[src/rtl/inst_fetch_unit.sv]
// PC generation and fetch sequencing front end: issues 128-bit imem line reads,
// tracks the one-cycle read latency and presents per-slot valid/PC downstream.
module inst_fetch_unit #(
  parameter logic [31:0] RESET_PC        = 32'h0000_0000,
  parameter int          IMEM_ADDR_WIDTH = 10
) (
  input  logic                       i_clk,
  input  logic                       i_rst,
  input  logic                       i_start,
  input  logic                       i_stall,
  input  logic                       i_redirect_vld,
  input  logic [31:0]                i_redirect_pc,
  output logic                       o_imem_rd_en,
  output logic [IMEM_ADDR_WIDTH-1:0] o_imem_rd_addr,
  output logic [1:0]                 o_sel,
  output logic                       o_inst_vld_1,
  output logic                       o_inst_vld_2,
  output logic [31:0]                o_pc_1,
  output logic [31:0]                o_pc_2,
  output logic                       o_misalign_err
);

  typedef enum logic {IDLE, RUN} state_t;

  state_t      state_q;
  logic [31:0] pc_q;
  logic [31:0] f1_pc;
  logic        f1_vld;
  logic [31:0] pc_step;
  logic [31:0] redirect_target;
  logic        redirect_misaligned;

  // An odd slot fetches a single instruction so the next fetch lands on a pair boundary.
  assign pc_step             = pc_q[2] ? 32'd4 : 32'd8;
  assign redirect_target     = {i_redirect_pc[31:2], 2'b00};
  assign redirect_misaligned = |i_redirect_pc[1:0];

  always_ff @(posedge i_clk) begin
    if (i_rst) begin
      state_q        <= IDLE;
      pc_q           <= RESET_PC;
      f1_pc          <= RESET_PC;
      f1_vld         <= 1'b0;
      o_misalign_err <= 1'b0;
    end else begin
      o_misalign_err <= 1'b0;
      case (state_q)
        IDLE: begin
          if (i_start) begin
            state_q <= RUN;
          end
        end
        RUN: begin
          // Redirect beats stall and kills whatever line is currently in flight.
          if (i_redirect_vld) begin
            pc_q           <= redirect_target;
            f1_vld         <= 1'b0;
            o_misalign_err <= redirect_misaligned;
          end else if (!i_stall) begin
            f1_pc  <= pc_q;
            f1_vld <= 1'b1;
            pc_q   <= pc_q + pc_step;
          end
        end
        default: begin
          state_q <= IDLE;
        end
      endcase
    end
  end

  assign o_imem_rd_en   = (state_q == RUN) && (!i_stall || i_redirect_vld);
  assign o_imem_rd_addr = pc_q[IMEM_ADDR_WIDTH+3:4];
  assign o_sel          = f1_pc[3:2];
  assign o_inst_vld_1   = f1_vld;
  assign o_inst_vld_2   = f1_vld & ~f1_pc[2];
  assign o_pc_1         = f1_pc;
  assign o_pc_2         = f1_pc + 32'd4;

endmodule

[config.mk]
export PLATFORM = sky130hd
export DESIGN_NAME = inst_fetch_unit
export DESIGN_NICKNAME = d
export VERILOG_FILES = /design/src/rtl/inst_fetch_unit.sv
export SDC_FILE = /design/constraint.sdc
export NUM_CORES = 1
export LEC_CHECK = 0
export CAP_MARGIN = 25
export CORE_MARGIN = 2
export CORE_UTILIZATION = 47
export DETAILED_ROUTE_END_ITERATION = 12
export PLACE_DENSITY = 0.92
export SLEW_MARGIN = 10
export SYNTH_ARGS = -nofsm -noshare
export SYNTH_HDL_FRONTEND = slang
export SYNTH_SLANG_ARGS = --single-unit
[constraint.sdc]
create_clock -name i_clk -period 3.5 [get_ports i_clk]
set_clock_uncertainty 0.2 [all_clocks]
set_input_delay 1.05 -clock i_clk [delete_from_list [all_inputs] [get_ports i_clk]]
set_output_delay 1.05 -clock i_clk [all_outputs]
set_load 0.005 [all_outputs]
* Word-level counts from Yosys, hierarchy flattened
Index checks and enable logic that the tools add are counted.
Word-level totals: register bits after elaboration 67, output and inout port bits 80, input bits 37
Cells by class: muxes and demuxes 7, reduce and logical (&&, ||, !) cells 7, bitwise logic cells 5, equal/unequal tests 1, add/subtract/negate cells 2
Operators by type and width (number):
- two-way mux 32 bit | 2
- adder 32 x 3 -> 32 bit, second input constant | 1
- adder 32 x 4 -> 32 bit | 1
- two-way mux 1 bit | 4
- two-way mux 4 bit | 1
- NOT 1 bit | 4
- AND reduction 3 bit | 1
- OR reduction 3 bit | 1
- != test 2 x 1 -> 1 bit, second input constant | 1
- AND reduction 2 bit | 1
- OR reduction 2 bit | 1
- bitwise AND 1 bit | 1
- logical AND 1 bit | 1
- logical NOT 1 bit | 1
- logical OR 1 bit | 1

* Depth between registers and ports, before layout
depth in word-level cells 4, gate-level depth with buffers 7

* Least setup slack after synthesis
OpenSTA, ideal clock, no wires.
path type input to output, start in i_redirect_vld, end out o_imem_rd_en, setup slack 277 ps, cell stages on the path 5, data arrival time 1973 ps, buffers on the path 3, cells stage by stage clkbuf_1 > o21ai_1 > inv_1 > buf_2 > buf_2
On the way: cells in the longest elaborated chain, start to end 2
RTL lines:
- from (decl) | RTL line 11 | input logic i_redirect_vld,
- logical OR 1 bit | RTL line 72 | assign o_imem_rd_en = (state_q == RUN) && (!i_stall || i_redirect_vld);
- logical AND 1 bit | RTL line 72
- to (decl) | RTL line 13 | output logic o_imem_rd_en,
No other way between the ends.

* Worst setup path in the final report
start reg f1_pc[7] (netlist: o_pc_1[7]), end out o_pc_2[14]
On the way: cells in the longest elaborated chain, start to end 1
RTL lines:
- from (decl) | RTL line 27 | logic [31:0] f1_pc;
- from (signal assigned) | RTL line 60 | f1_pc <= pc_q;
- adder 32 x 3 -> 32 bit | RTL line 78 | assign o_pc_2 = f1_pc + 32'd4;
- to (decl) | RTL line 19 | output logic [31:0] o_pc_2,
No other way between the ends.

==> out/metrics.cfg <==
[status]
outcome=completed

[floorplanning]
die-area_um2=8720
fp.coreArea_um2=7730
die_h_um=93.4
pin_count=117
die_x_um=93.4
start_util_pct=48.6
placementRows=32

[worst_setup_path]
crit_arrival_ns=2.19
endpoint_kind=primary output
r2r-end=pc_q[25]$_SDFFE_PP0P_
crit_fanout=5
ff2ff_setup_slack_ns=0.91
required_ns=2.25
r2r-start=pc_q[2]$_SDFFE_PP0P_
path_class=flop to primary output
start_kind=flop
rr_worst_depth=7

[layout]
area_growth_pct=39.7
final_nets=657
fin_area_um2=5250
final_layout_size_suffix_gt1_share_pct=11.4
n_antenna_cell=0

[synth]
avgSynthCellArea_um2=7.38
synthCells=509
synth_top_area_share_pct=33.6
yosys.area.top_type=dfxtp_1
async_reset_ff_share_pct=0
yosysWarningCount=0
yosys-top-cells-area=dfxtp_1, nand2_1, a21oi_1
synth_most_common_cell=nand2_1
synth-main-ff-cell=dfxtp_1
synth_edf_count=0
synth.distinct_cells=60
seq_area_frac_synth_pct=33.6
syn_area_um2=3760
synthTopCellsByCount=nand2_1, dfxtp_1, a21oi_1, nor2_1, nand3_1
yosys_register_bits=63

[place]
post_dp_cell_area_um2=4940
place_ws_ns=-0.0108
place_hpwl_um=8270
gp_congestion=0.907
port_buffers=112

[route]
drc=0
drtAntennaViolNets=0
wirelength_um=11500
via_per_inst=5.83
avgRoutedWirePerCell_um=15.9
vias=4224
first_iter_violations=258
dr.pass1.iters=5

[timing]
max-slew-margin-rel_pct=61.0
rsz0062_at_grt=true
hold_violations=0
fin_crit_sh_pct=98.2
setup_viol=0
worst_pin_slew_ns=0.582
min_period_ns=3.44
setup_ws_ns=0.0638
slew_violations=0
fmax_mhz=291

[min_path]
hold_start=pc_q[24]$_SDFFE_PP0P_
min_to=o_pc_1[24]$_SDFFE_PP0P_
min_path_cells=2
hold_class=flop to flop

[global_route]
grt_overflow=0
grt_pass1_vias=3799
grt_use_total_pct=25.6
grt_max_degree=66
grt_first_pass_wirelength_um=18100
antenna_found_initial=0

[power]
leakagePower_uw=0.00196
ir_worst_vdd_mv=0.179
totalPowerFinal_uw=1560
power_density_nw_per_um2=297

[cts]
path_clk_slew_ns=0.07
clock-sinks=63
cts_buffers=9
tritoncts=yes
root_buffer=clkbuf_8
hold_buffers=0
htree_levels=3
clock_latency_ns=0.34
clockBufferDepth=2

[job]
maxCapViolations=0

==> power breakdown <==
group          total (µW)  leakage [µW]  internal [µW]  switching, µW
clock                 565     0.0000894            294            271
sequential            779      0.000515            741           38.0
combinational         215       0.00136            111            104
total                1560       0.00196           1150            414
==> kinds of logic (layout without fill, tap and decap cells) <==
| logic type | after synthesis | in the layout | synth area share (%) |
|---|---|---|---|
| other | 1 | 4 | 0.0998 |
| adders and majority gates | 3 | 3 | 0.999 |
| DFF | 63 | 63 | 33.6 |
| xor gates and xnor gates | 29 | 29 | 6.76 |
| muxes | 2 | 2 | 0.533 |
| and+or+nand+nor | 240 | 240 | 31.1 |
| buffers and inverters | 54 | 164 | 7.23 |
| AOI/OAI and AO/OA | 117 | 117 | 19.7 |
==> layout make-up <==
type	count	area, µm²
clock inverter	3	17.5
fill	601	2480
multi-input combinational	395	2290
tap	102	128
inverter	10	37.5
sequential	63	1270
timing repair buffer	138	1350
clock buffer	13	159
==> per-layer routing <==
metal / share of wire [%] / wire length [µm] / GRT usage, % / up-vias
met4: 2.9 / 333 / 10.5 / 0
met2: 48 / 5520 / 41.8 / 260
met1: 40 / 4550 / 33.2 / 1927
li1: - / - / - / 2006
met5: 0 / 0 / 0 / -
met3: 9.6 / 1110 / 4.67 / 31
==> worst max path at each step <==
stage | startpoint | to | slack [ns]
final | o_pc_1[7]$_SDFFE_PP0P_ | o_pc_2[14] | 0.06
after global routing | o_pc_1[2]$_SDFFE_PP0P_ | o_pc_2[13] | -0.05
after CTS | o_pc_1[2]$_SDFFE_PP0P_ | o_pc_2[28] | -0.1
after detailed placement | i_stall | o_imem_rd_en | -0.01
after global placement | i_stall | o_imem_rd_en | 0.008
after floorplan | i_redirect_vld | o_imem_rd_en | 0.28
==> per-stage QoR <==
step	utilization, %	hold WS, ns	TNS [ns]	cells
4_1_cts	66.5	0.300	-0.337	719
5_1_grt	67.9	0.321	-0.173	724
2_1_floorplan	-	0.240	0	512
6_report	67.9	0.294	0	724
3_3_place_gp	63.9	0.282	0	703
3_5_place_dp	63.9	0.294	-0.0108	703
==> repair_timing <==
item	CTS	global route
setup endpoints to repair	13	21
pin swaps	0	4
setup buffers	0	4
endpoints found under the hold margin	0	0
resized for setup	9	21
==> flip-flops by register name, summed over array words and instances (netlist names) <==
name / cells
o_misalign_err: 1
pc_q: 30
o_inst_vld_1: 1
state_q: 1
o_pc_1: 30
==> worst max-delay path: stages (launching register included) <==
cell	delay (ns)
dfxtp_1	0.34
and3_1	0.24
nand3_4	0.15
nor2_4	0.20
nand4_1	0.17
xnor2_1	0.22
clkdlybuf4s50_1	0.53
==> placed cells by master, fill, tap and decap left out, drive strengths merged, types with 7 or more instances in the layout <==
master | synthesis | routed
dfxtp | 63 | 63
nand3 | 26 | 26
nor2 | 47 | 47
a311oi | 7 | 7
nand4 | 17 | 17
a211oi | 8 | 8
and3 | 12 | 12
dlymetal6s2s | 0 | 9
buf | 22 | 27
o21ai | 18 | 18
inv | 10 | 10
and4 | 7 | 7
nand2 | 97 | 97
xnor2 | 24 | 24
clkbuf | 22 | 13
clkdlybuf4s50 | 0 | 101
a21oi | 50 | 50
nor3 | 12 | 12
Note: power is estimated with default switching activity, not from simulation.
